File: src/rtl/bitwise_pkg.sv
// Shared types and the operation table for bitwise_unit.
// apply_op works on MAX_W bits; callers narrow the result to their width.
package bitwise_pkg;

    localparam int MAX_W = 64;

    typedef enum logic [2:0] {
        OP_AND  = 3'd0,
        OP_OR   = 3'd1,
        OP_XOR  = 3'd2,
        OP_NAND = 3'd3,
        OP_NOR  = 3'd4,
        OP_XNOR = 3'd5,
        OP_ANDN = 3'd6,
        OP_PASS = 3'd7
    } op_e;

    typedef enum logic {
        IDLE  = 1'b0,
        ACCUM = 1'b1
    } state_e;

    function automatic logic [MAX_W-1:0] apply_op(
        input op_e              op,
        input logic [MAX_W-1:0] x,
        input logic [MAX_W-1:0] b
    );
        logic [MAX_W-1:0] r;
        case (op)
            OP_AND:  r = x & b;
            OP_OR:   r = x | b;
            OP_XOR:  r = x ^ b;
            OP_NAND: r = ~(x & b);
            OP_NOR:  r = ~(x | b);
            OP_XNOR: r = ~(x ^ b);
            OP_ANDN: r = x & ~b;
            default: r = x;
        endcase
        return r;
    endfunction

endpackage

File: src/rtl/bitwise_unit_fifo2.sv
// Two-entry in-order FIFO with registered full/empty flags.
// Storage is cleared on reset so the head reads as zero.
module fifo2 #(
    parameter int DW = 8
) (
    input  logic          clk,
    input  logic          rst_n,
    input  logic          i_push,
    input  logic [DW-1:0] i_wdata,
    input  logic          i_pop,
    output logic [DW-1:0] o_rdata,
    output logic          o_full,
    output logic          o_empty
);

    logic [DW-1:0] r_mem [2];
    logic          r_wp;
    logic          r_rp;
    logic [1:0]    r_cnt;
    logic          r_full;
    logic          r_empty;
    logic          w_do_push;
    logic          w_do_pop;
    logic [1:0]    w_cnt_nxt;

    assign w_do_push = i_push & ~r_full;
    assign w_do_pop  = i_pop & ~r_empty;
    assign w_cnt_nxt = r_cnt + {1'b0, w_do_push} - {1'b0, w_do_pop};
    assign o_rdata   = r_mem[r_rp];
    assign o_full    = r_full;
    assign o_empty   = r_empty;

    // Pointer, occupancy and flag update; flags follow next occupancy.
    always_ff @(posedge clk) begin
        if (!rst_n) begin
            r_mem[0] <= '0;
            r_mem[1] <= '0;
            r_wp     <= 1'b0;
            r_rp     <= 1'b0;
            r_cnt    <= 2'd0;
            r_full   <= 1'b0;
            r_empty  <= 1'b1;
        end else begin
            if (w_do_push) begin
                r_mem[r_wp] <= i_wdata;
                r_wp        <= ~r_wp;
            end
            if (w_do_pop) begin
                r_rp <= ~r_rp;
            end
            r_cnt   <= w_cnt_nxt;
            r_full  <= (w_cnt_nxt == 2'd2);
            r_empty <= (w_cnt_nxt == 2'd0);
        end
    end

endmodule

File: src/rtl/bitwise_unit.sv
// Registered bitwise operator with optional multi-beat fold.
// Results are queued in a 2-entry FIFO; in_ready depends only on state.
module bitwise_unit
    import bitwise_pkg::*;
#(
    parameter int WIDTH = 8,
    parameter int CNT_W = 8
) (
    input  logic             clk,
    input  logic             rst_n,
    input  logic             in_valid,
    output logic             in_ready,
    input  logic [WIDTH-1:0] in_a,
    input  logic [WIDTH-1:0] in_b,
    input  logic [2:0]       in_op,
    input  logic             in_acc,
    input  logic             in_last,
    output logic             out_valid,
    input  logic             out_ready,
    output logic [WIDTH-1:0] out_c,
    output logic             out_zero,
    output logic [CNT_W-1:0] out_count
);

    localparam int DW = WIDTH + 1 + CNT_W;

    state_e           r_state;
    op_e              r_op;
    logic [WIDTH-1:0] r_acc;
    logic [CNT_W-1:0] r_cnt;
    logic             r_live;

    op_e              w_op_sel;
    logic [WIDTH-1:0] w_x;
    logic [WIDTH-1:0] w_acc_nxt;
    logic [CNT_W-1:0] w_cnt_nxt;
    logic             w_close;
    logic             w_fire;
    logic             w_push;
    logic             w_pop;
    logic             w_full;
    logic             w_empty;
    logic [DW-1:0]    w_wdata;
    logic [DW-1:0]    w_rdata;

    // Datapath: first beat uses in_a/in_op, later beats fold into r_acc.
    always_comb begin
        w_op_sel  = (r_state == IDLE) ? op_e'(in_op) : r_op;
        w_x       = (r_state == IDLE) ? in_a : r_acc;
        w_acc_nxt = WIDTH'(apply_op(w_op_sel, MAX_W'(w_x), MAX_W'(in_b)));
        if (r_state == IDLE) begin
            w_cnt_nxt = CNT_W'(1);
            w_close   = !in_acc || in_last;
        end else begin
            w_cnt_nxt = (&r_cnt) ? r_cnt : r_cnt + CNT_W'(1);
            w_close   = in_last;
        end
    end

    // r_live keeps in_ready low through reset and its release cycle.
    assign in_ready  = r_live & ~w_full;
    assign w_fire    = in_valid & in_ready;
    assign w_push    = w_fire & w_close;
    assign w_pop     = out_valid & out_ready;
    assign w_wdata   = {w_acc_nxt, (w_acc_nxt == '0), w_cnt_nxt};
    assign out_valid = ~w_empty;
    assign {out_c, out_zero, out_count} = w_rdata;

    // Chain FSM with accumulator, beat counter and latched op.
    always_ff @(posedge clk) begin
        if (!rst_n) begin
            r_state <= IDLE;
            r_op    <= OP_AND;
            r_acc   <= '0;
            r_cnt   <= '0;
            r_live  <= 1'b0;
        end else begin
            r_live <= 1'b1;
            if (w_fire) begin
                r_acc <= w_acc_nxt;
                r_cnt <= w_cnt_nxt;
                if (r_state == IDLE) begin
                    if (!w_close) begin
                        r_state <= ACCUM;
                        r_op    <= w_op_sel;
                    end
                end else if (in_last) begin
                    r_state <= IDLE;
                end
            end
        end
    end

    fifo2 #(
        .DW(DW)
    ) u_fifo (
        .clk     (clk),
        .rst_n   (rst_n),
        .i_push  (w_push),
        .i_wdata (w_wdata),
        .i_pop   (w_pop),
        .o_rdata (w_rdata),
        .o_full  (w_full),
        .o_empty (w_empty)
    );

endmodule

File: config.mk
export PLATFORM = sky130hd
export DESIGN_NAME = bitwise_unit
export DESIGN_NICKNAME = d
export VERILOG_FILES = /design/src/rtl/bitwise_pkg.sv /design/src/rtl/bitwise_unit_fifo2.sv /design/src/rtl/bitwise_unit.sv
export SDC_FILE = /design/constraint.sdc
export NUM_CORES = 1
export LEC_CHECK = 0
export CAP_MARGIN = 30
export CORE_AREA = 5 5 90 92
export DETAILED_ROUTE_END_ITERATION = 8
export DIE_AREA = 0 0 95 97
export DONT_BUFFER_PORTS = 1
export PLACE_DENSITY_LB_ADDON = 0.05
export SLEW_MARGIN = 20
export SYNTH_ARGS = -nofsm -noshare
export SYNTH_HDL_FRONTEND = slang
export SYNTH_HIERARCHICAL = 1
export SYNTH_SLANG_ARGS = --single-unit
File: constraint.sdc
create_clock -name clk -period 3.14 [get_ports clk]
set_input_delay 0 -clock clk [delete_from_list [all_inputs] [get_ports clk]]
set_output_delay 0 -clock clk [all_outputs]
set_load 0.02 [all_outputs]
==> results of run 1 <==
## sequential cells by signal (all words and copies together), names as in the netlist, named ones only
name,cells
u_fifo/r_mem,34
r_acc,8
r_cnt,8
r_op,3
u_fifo/r_cnt,2
r_live,1
r_state,1
u_fifo/o_empty,1
u_fifo/o_full,1
u_fifo/r_rp,1
u_fifo/r_wp,1
## power by group
group          internal [µW]  switching (µW)
clock network            284             329
logic                    170             235
registers                898            22.9
## worst paths after layout
path	startpoint	end	slack (ns)	depth (start not counted)
max	r_state	u_fifo/r_mem[1][8]	0.19	8
min	in_acc	r_op[0]	0.02	3
max reg2reg	r_state	u_fifo/r_mem[1][8]	0.19	8
min reg2reg	r_acc[7]	r_acc[7]	0.46	2
## worst max-delay path, delay by kind of cell, from the launching register on
family                 cells  cell delay [ns]
muxes                      1             0.53
AOI/OAI and AO/OA          2             0.31
buffers and inverters      1             0.37
and+or+nand+nor            4             1.11
DFF                        1             0.51
## repair_timing
item	4_1_cts	5_1_grt
endpoints found under the hold margin	12	0
hold buffers	4	0
gates resized for setup	0	0
## area by class of cell
type	count	area [µm²]
Timing Repair Buffer	20	160
Clock buffer	10	128
Sequential cell	62	1580
Tap cell	99	124
Multi-Input combinational cell	296	2210
Fill cell	640	2790
Clock inverter	6	36.3
Inverter	26	97.6
Antenna cell	1	2.50
## cell usage after synthesis (4+ instances only)
library cell / count
dfxtp_1: 28
a21oi_1: 23
nand3_1: 7
mux2i_1: 22
inv_1: 25
a221o_1: 4
o22ai_1: 5
a32oi_1: 6
edfxtp_1: 34
ha_1: 26
nor2_1: 23
a211oi_1: 4
nand2_1: 34
mux2_2: 22
buf_6: 4
o21ai_0: 9
clkbuf_1: 5
nand2b_1: 7
and2_1: 41
nor3_1: 5
xnor2_1: 6
buf_2: 7
o211ai_1: 5
or3_1: 4
## logic make-up (layout without fill, tap and decap cells)
family | after synthesis | after routing
simple gates | 139 | 139
fa+ha+maj | 26 | 26
mux | 50 | 50
xor+xnor | 9 | 9
buf+inv | 47 | 62
compound gates | 72 | 72
other cells | 0 | 1
flops | 62 | 62
## per-stage QoR
stage / instance area [µm²] / cells / util (%) / power [µW] / worst slack, ns
2_1_floorplan: 4020 / 405 / - / 1240 / 0.174
3_3_place_gp: 4140 / 499 / 58.0 / 1330 / 0.293
3_5_place_dp: 4140 / 499 / 58.0 / 1340 / 0.209
4_1_cts: 4340 / 519 / 60.8 / 1950 / 0.193
5_1_grt: 4340 / 520 / 60.9 / 2040 / 0.0114
6_report: 4340 / 520 / 60.9 / 1940 / 0.195
## metal layers
layer	vias up	wire length [µm]	share of wire [%]
met1	1315	3920	47
met4	0	125	1.5
met3	8	565	6.7
met5	-	0	0
li1	1459	-	-
met2	83	3810	45
==> results.sh, run 1 <==
export IMPL_cts_sinks=62
export IMPL_cts_tree="done"
export IMPL_synth_edff_count=34
export IMPL_crit_top_cell="and2_1"
export IMPL_tns_ns=0
export IMPL_num_rows=31
export IMPL_yosysWarnings=6
export IMPL_slew_headroom_pct=52.4
export IMPL_synth_compound_area_share_pct=12.2
export IMPL_track_usage_pct=18.9
export IMPL_hp_class="in -> reg"
export IMPL_via_per_inst=5.51
export IMPL_post_dp_hpwl_um=6140
export IMPL_powerDensity_nw_per_um2=446
export IMPL_worst_slew_pin_transition_ns=0.713
export IMPL_dieWidth_um=95
export IMPL_dr_pass1_iters=4
export IMPL_synth_mux_area_share_pct=14.2
export IMPL_root_buffer="clkbuf_8"
export IMPL_hold_violations=0
export IMPL_mostFrequentLayoutCell="and2_1"
export IMPL_end_kind="register"
export IMPL_synthAdderAreaFrac_pct=8.09
export IMPL_synth_distinct_cells=57
export IMPL_netlist_instances=405
export IMPL_num_nets_final=466
export IMPL_final_setup_viol_count=0
export IMPL_worstPathRequired_ns=3.36
export IMPL_fmax_mhz=340
export IMPL_worstSetupStartpointType="register"
export IMPL_p_leak_uw=0.00175
export IMPL_synth_simple_gate_area_share_pct=18.5
export IMPL_layout_drive_gt1_share_pct=15.7
export IMPL_vias=2865
export IMPL_min_period_ns=2.95
export IMPL_grt_pass1_wl_um=13700
export IMPL_slew_viol_final=0
export IMPL_drt_wl_total_um=8420
export IMPL_drtIter0Drc=203
export IMPL_ios=44
export IMPL_overflow=0
export IMPL_start_util_pct=56.4
export IMPL_synth_top_area_share_pct=25.4
export IMPL_finalWeightedCongestion=0.908
export IMPL_io_buffers=0
export IMPL_clk_transition_reported_paths_ns=0.08
export IMPL_whs_ns=0.0174
export IMPL_synth_xor_area_share_pct=1.96
export IMPL_htree_levels=3
export IMPL_dieArea_um2=9220
export IMPL_wl_per_cell_um=16.2
export IMPL_critPathKind="reg -> reg"
export IMPL_synthesis_nets=456
export IMPL_clockBufferDepth=2
export IMPL_drc=0
export IMPL_syn2layout_area_growth_pct=7.96
export IMPL_post_cts_setup_buffers=0
export IMPL_crit_path_max_fanout=21
export IMPL_grt_pass1_vias=2776
export IMPL_rsz0062_at_grt="no"
export IMPL_max_vdd_ir_drop_v=0.000269
export IMPL_cts_buffers=9
export IMPL_use_met2_pct=28.4
export IMPL_fin_skew_ns=0.0107
export IMPL_crit_chain="buf_4 -> mux2i_2 -> and2_1 -> a2111oi_0 -> a211oi_2 -> or4b_1 -> nor4b_2 -> and2_1"
export IMPL_yosys_area_top_type="edfxtp_1"
export IMPL_synth_top_family_by_area="simple AND/OR/NAND/NOR gates"
export IMPL_ant_nets=0
export IMPL_synth_flop_cell="edfxtp_1"
export IMPL_core_um2=7140
export IMPL_cpMaxStageDelayCell="mux2i_2"
export IMPL_grt_busiest_layer="met2"
export IMPL_syn_cell_area_um2=4020
export IMPL_fin_crit_sh_pct=93.8
export IMPL_ys_top_cells_by_area="edfxtp_1, dfxtp_1, ha_1"
export IMPL_slowest_delay_ns=0.53
export IMPL_avgSynthCellArea_um2=9.93
export IMPL_antenna_found_initial=1
export IMPL_cap_violations=0
export IMPL_synthArstFlopShare_pct=0
export IMPL_clock_latency_ns=0.34
export IMPL_mostFrequentLayoutCells="and2_1, nand2_1, edfxtp_1, dfxtp_1, ha_1"
export IMPL_die_height_um=97
export IMPL_yosys_register_bits=62
export IMPL_grt_max_degree=22
export IMPL_outcome="finished, final reports clean"
export IMPL_grt_use_met3_pct=4.11
export IMPL_synth_seq_area_share_pct=39.3
export IMPL_use_met1_pct=26.2
export IMPL_crit_arrival_ns=3.16
No activity file was read; power rests on OpenSTA's default activity.
==> run 2, diff against run 1 <==
--- a/config.mk
+++ b/config.mk
@@ -6,10 +6,11 @@
 export NUM_CORES = 1
 export LEC_CHECK = 0
 export CAP_MARGIN = 30
-export CORE_AREA = 5 5 90 92
+export CORE_AREA = 5 5 96 98
 export DETAILED_ROUTE_END_ITERATION = 8
-export DIE_AREA = 0 0 95 97
+export DIE_AREA = 0 0 101 103
 export DONT_BUFFER_PORTS = 1
+export GPL_TIMING_DRIVEN = 0
 export PLACE_DENSITY_LB_ADDON = 0.05
 export SLEW_MARGIN = 20
 export SYNTH_ARGS = -nofsm -noshare
==> results.sh, run 2 (synthesis gave the netlist of run 1 again) <==
export IMPL_critPathKind="reg -> reg"
export IMPL_via_per_inst=5.58
export IMPL_p_leak_uw=0.00178
export IMPL_syn2layout_area_growth_pct=10.2
export IMPL_cts_tree="done"
export IMPL_largest_reg_flops=34
export IMPL_cap_violations=0
export IMPL_track_usage_pct=18.0
export IMPL_rsz0062_at_grt="no"
export IMPL_layout_drive_gt1_share_pct=16.1
export IMPL_antenna_found_initial=0
export IMPL_drt_wl_total_um=8940
export IMPL_mostFrequentLayoutCells="and2_1, nand2_1, edfxtp_1, dfxtp_1, ha_1"
export IMPL_start_util_pct=48.0
export IMPL_end_kind="register"
export IMPL_drtIter0Drc=119
export IMPL_post_dp_hpwl_um=6470
export IMPL_dr_pass1_iters=4
export IMPL_vias=2995
export IMPL_htree_levels=3
export IMPL_crit_path_max_fanout=10
export IMPL_mostFrequentLayoutCell="and2_1"
export IMPL_root_buffer="clkbuf_8"
export IMPL_io_buffers=0
export IMPL_clk_transition_reported_paths_ns=0.07
export IMPL_powerDensity_nw_per_um2=450
export IMPL_num_nets_final=475
export IMPL_drc=0
export IMPL_num_rows=34
export IMPL_antenna_cells=0
export IMPL_overflow=0
export IMPL_slew_headroom_pct=63.8
export IMPL_hold_violations=0
export IMPL_worst_slew_pin_transition_ns=0.543
export IMPL_worstSetupStartpointType="register"
export IMPL_tns_ns=0
export IMPL_dieArea_um2=10400
export IMPL_fmax_mhz=334
export IMPL_finalWeightedCongestion=0.869
export IMPL_clockBufferDepth=2
export IMPL_fin_crit_sh_pct=95.2
export IMPL_crit_chain="buf_6 -> buf_6 -> mux2_2 -> inv_1 -> ha_1 -> mux2i_1 -> a221o_1 -> a32oi_1 -> or4b_1 -> nor4b_2 -> and2_1"
export IMPL_hp_class="in -> reg"
export IMPL_num_fill_cells=797
export IMPL_slowest_delay_ns=0.53
export IMPL_ant_nets=0
export IMPL_die_height_um=103
export IMPL_top_regs="u_fifo/r_mem (34), r_acc (8), r_cnt (8)"
export IMPL_outcome="finished, final reports clean"
export IMPL_cts_sinks=62
export IMPL_worstPathRequired_ns=3.35
export IMPL_wl_per_cell_um=16.6
export IMPL_crit_arrival_ns=3.20
export IMPL_regMostFlops="u_fifo/r_mem"
export IMPL_clock_latency_ns=0.34
export IMPL_grt_max_degree=18
export IMPL_cpMaxStageDelayCell="or4b_1"
export IMPL_dieWidth_um=101
export IMPL_final_setup_viol_count=0
export IMPL_min_period_ns=2.99
export IMPL_max_vdd_ir_drop_v=0.000173
export IMPL_fin_skew_ns=0.00899
export IMPL_slew_viol_final=0
export IMPL_cts_buffers=9
export IMPL_crit_top_cell="buf_6"
export IMPL_core_um2=8380
export IMPL_grt_pass1_vias=2909
export IMPL_total_power_uw=2000
export IMPL_ios=44
export IMPL_grt_pass1_wl_um=14600
[run 2: per-layer routing]
metal	track usage, %	part of all wire [%]	routed length [µm]	up-vias
met4	7.77	2.1	190	0
met1	24.0	47	4200	1419
li1	-	-	-	1481
met5	0	0	0	-
met3	3.32	4.0	361	20
met2	28.9	47	4190	75
[run 2: final timing paths]
kind	depth (start not counted)	endpoint	from	slack [ns]
max reg2reg	11	u_fifo/r_mem[1][8]	r_state	0.15
min	4	r_op[2]	in_last	0.04
max	11	u_fifo/r_mem[1][8]	r_state	0.15
min reg2reg	2	r_acc[5]	r_acc[5]	0.46
[run 2: metrics by stage]
step	cells	cell area (µm²)	hold slack, ns	setup slack, ns	utilization [%]
2_1_floorplan	405	4020	0.0277	0.174	-
3_3_place_gp	513	4160	0.0289	-0.815	49.6
3_5_place_dp	514	4170	0.0290	0.00435	49.8
4_1_cts	535	4410	0.0344	0.0324	52.7
5_1_grt	537	4430	0.0793	0.0159	52.9
6_report	537	4430	0.0394	0.150	52.9
[run 2: layout make-up]
class	instances	area [µm²]	share of cell area, %
multi-input cells	296	2220	50.1
flip-flops and latches	62	1580	35.7
clock buffers	13	170	3.84
plain buffers	21	135	3.05
well taps	108	135	3.05
inverters	26	97.6	2.20
repair buffers	8	76.3	1.72
clock inverters	3	17.5	0.395
[run 2: critical path: cells and delay by family (launching register included)]
family	cells	cell delay (ns)
AOI/OAI and AO/OA	2	0.35
buffers and inverters	3	0.44
and+or+nand+nor	3	0.96
DFF	1	0.33
adders and majority gates	1	0.24
muxes	2	0.53
[run 2: power by group]
part	internal, µW	total [µW]	switching, µW
clock network	355	668	314
logic	165	412	247
registers	898	916	18.1
[run 2: repair_timing]
item / in CTS / in global routing
pin swaps: 0 / 2
resized for setup: 1 / 3
hold buffers: 5 / 0
setup buffers: 0 / 2
endpoints found under the hold margin: 24 / 0
endpoints found under the setup margin: 16 / 4
==> run 3, diff against run 2 <==
--- a/config.mk
+++ b/config.mk
@@ -6,14 +6,13 @@
 export NUM_CORES = 1
 export LEC_CHECK = 0
 export CAP_MARGIN = 30
-export CORE_AREA = 5 5 96 98
+export CORE_AREA = 5 5 94 96
 export DETAILED_ROUTE_END_ITERATION = 8
-export DIE_AREA = 0 0 101 103
+export DIE_AREA = 0 0 99 101
 export DONT_BUFFER_PORTS = 1
 export GPL_TIMING_DRIVEN = 0
 export PLACE_DENSITY_LB_ADDON = 0.05
 export SLEW_MARGIN = 20
 export SYNTH_ARGS = -nofsm -noshare
 export SYNTH_HDL_FRONTEND = slang
-export SYNTH_HIERARCHICAL = 1
 export SYNTH_SLANG_ARGS = --single-unit
==> results.sh, run 3 <==
export IMPL_outcome="finished, final reports clean"
export IMPL_antenna_found_initial=0
export IMPL_track_usage_pct=18.3
export IMPL_hp_class="in -> reg"
export IMPL_core_um2=7970
export IMPL_via_per_inst=5.57
export IMPL_drc=0
export IMPL_grt_max_degree=19
export IMPL_largest_reg_flops=34
export IMPL_htree_levels=3
export IMPL_switchingPower_uw=754
export IMPL_r2r_cells=8
export IMPL_slew_headroom_pct=45.5
export IMPL_drt_wl_total_um=8690
export IMPL_num_nets_final=463
export IMPL_critPathKind="reg -> reg"
export IMPL_drtIter0Drc=113
export IMPL_avgSynthCellArea_um2=9.81
export IMPL_grt_pass1_vias=2822
export IMPL_multi_input_area_um2=2080
export IMPL_hold_violations=0
export IMPL_p_leak_uw=0.00173
export IMPL_synth_edff_count=34
export IMPL_vias=2900
export IMPL_holdPathStages=3
export IMPL_pwr_share_seq_pct=42.7
export IMPL_dr_pass1_iters=4
export IMPL_rsz0062_at_grt="no"
export IMPL_fmax_mhz=342
export IMPL_io_buffers=0
export IMPL_pwr_share_comb_pct=29.1
export IMPL_synthArstFlopShare_pct=0
export IMPL_synth_seq_area_share_pct=41.0
export IMPL_crit_arrival_ns=2.94
export IMPL_overflow=0
export IMPL_clock_latency_ns=0.34
export IMPL_regMostFlops="u_fifo.r_mem"
export IMPL_synthTopCellsByCount="nor2_1, edfxtp_1, inv_1, nand2_1, dfxtp_1"
export IMPL_yosysWarnings=0
export IMPL_grt_pass1_wl_um=14400
export IMPL_finalWeightedCongestion=0.795
export IMPL_top_regs="u_fifo.r_mem (34), r_acc (8), r_cnt (8)"
export IMPL_fin_skew_ns=0.0104
export IMPL_synth_distinct_cells=46
export IMPL_antenna_cells=0
export IMPL_cts_sinks=62
export IMPL_rrSetupSlack_ns=0.22
export IMPL_die_height_um=101
export IMPL_dieWidth_um=99
export IMPL_synth_top_area_share_pct=26.5
export IMPL_cts_buffers=9
export IMPL_cellInternalPower_uw=1490
export IMPL_worst_slew_pin_transition_ns=0.808
export IMPL_post_cts_setup_buffers=0
export IMPL_placedInstanceArea_um2=4010
export IMPL_clockBufferDepth=2
export IMPL_powerDensity_nw_per_um2=526
export IMPL_worstSetupStartpointType="register"
export IMPL_end_kind="register"
export IMPL_netlist_instances=393
export IMPL_post_synth_top_count_cell="nor2_1"
export IMPL_syn_cell_area_um2=3860
export IMPL_mostFrequentLayoutCell="nor2_1"
export IMPL_synth_flop_cell="edfxtp_1"
export IMPL_yosys_area_top_type="edfxtp_1"
export IMPL_postLayoutCoreUtil_pct=53.5
export IMPL_start_util_pct=48.4
export IMPL_slew_viol_final=0
export IMPL_ant_nets=0
export IMPL_min_period_ns=2.92
export IMPL_fin_crit_sh_pct=93.1
export IMPL_synthesis_nets=445
export IMPL_switching_share_pct=33.6
export IMPL_root_buffer="clkbuf_8"
export IMPL_cap_violations=0
export IMPL_crit_path_max_fanout=17
export IMPL_max_vdd_ir_drop_v=0.000232
export IMPL_cts_tree="done"
export IMPL_clk_transition_reported_paths_ns=0.07
export IMPL_post_dp_hpwl_um=6220
export IMPL_yosys_register_bits=62
export IMPL_whs_ns=0.0395
export IMPL_worstPathRequired_ns=3.16
export IMPL_num_fill_cells=771
export IMPL_num_rows=33
export IMPL_syn2layout_area_growth_pct=10.6
export IMPL_ys_top_cells_by_area="edfxtp_1, dfxtp_1, ha_1"
export IMPL_clockPowerShare_pct=28.2
export IMPL_final_setup_viol_count=0
export IMPL_regArea_um2=1580
export IMPL_layout_drive_gt1_share_pct=14.2
export IMPL_wl_per_cell_um=16.7
export IMPL_mostFrequentLayoutCells="nor2_1, edfxtp_1, inv_1, nand2_1, dfxtp_1"
export IMPL_dieArea_um2=10000
export IMPL_final_area_um2=4270
export IMPL_ios=44
run 3: changes by cell type in the layout (fill, tap and decap cells not counted), moves of 5 or more:
cell,change
inv_1,+5
o22ai_1,-5
a32oi_1,-5
nand3_1,+10
nand2_1,-6
and2_1,-37
o21a_1,+5
a221oi_1,+5
nor2_1,+32
clkbuf_1,+7
a21oi_1,-7
run 3: per-layer routing:
metal	part of all wire (%)	vias to the layer above	track usage (%)
met1	47	1395	25.0
met3	6.0	8	5.95
met4	0.84	0	4.73
met2	46	64	28.2
li1	-	1433	-
met5	0	-	0
run 3: kinds of logic after synthesis:
| logic type | Yosys count | share of synthesized area [%] |
|---|---|---|
| AND/OR/NAND/NOR | 134 | 15.8 |
| AO/OA/AOI/OAI | 66 | 13.3 |
| flip-flops | 62 | 41.0 |
| buffers and inverters | 50 | 5.42 |
| multiplexers | 46 | 13.9 |
| adder cells (fa/ha/maj) | 27 | 8.76 |
| XOR/XNOR | 8 | 1.82 |
run 3: path summary, 6_finish.rpt:
check,from,to
worst max-delay path,r_live,u_fifo.r_mem[1][6]
worst min register to register,r_acc[7],r_acc[7]
worst max register to register,r_live,u_fifo.r_mem[1][6]
worst min-delay path,out_ready,register
run 3: critical path, cell delays in order, from the launching register on:
cell and delay [ns]:
dfxtp_1 0.31, nor2b_1 0.41, and2_1 0.20, buf_2 0.22
o21ai_0 0.23, inv_1 0.19, nand3_1 0.36, clkbuf_1 0.37
nand2_4 0.30
run 3: cell type report:
class                   instances  share of cell area (%)
inverters                      30                    2.64
flip-flops and latches         62                    37.1
multi-input cells             281                    48.9
plain buffers                  19                    2.23
clock inverters                 5                   0.792
clock buffers                  11                    3.31
repair buffers                  8                    1.99
well taps                     105                    3.08
run 3: through the flow:
| stage | worst slack (ns) | total power (µW) | TNS, ns | cells |
|---|---|---|---|---|
| CTS | 0.0720 | 2260 | 0 | 521 |
| detailed placement | -0.261 | 1620 | -3.56 | 499 |
| floorplan | 0.300 | 1490 | 0 | 393 |
| finish | 0.218 | 2240 | 0 | 521 |
| global placement | -0.623 | 1600 | -13.24 | 498 |
| global route | 0.0122 | 2370 | 0 | 521 |
run 3: repair_timing:
item | in CTS | in global routing
setup endpoints to repair | 22 | 17
gates cloned | 0 | 0
gates resized for setup | 4 | 1
hold buffers | 7 | 0
endpoints found under the hold margin | 4 | 0
run 3: power groups by stage:
stage,registers (µW),clock network (µW),logic [µW]
2_1_floorplan,968,0,518
3_3_place_gp,975,0,630
3_5_place_dp,976,0,643
4_1_cts,958,647,657
5_1_grt,965,687,718
6_report,957,633,652
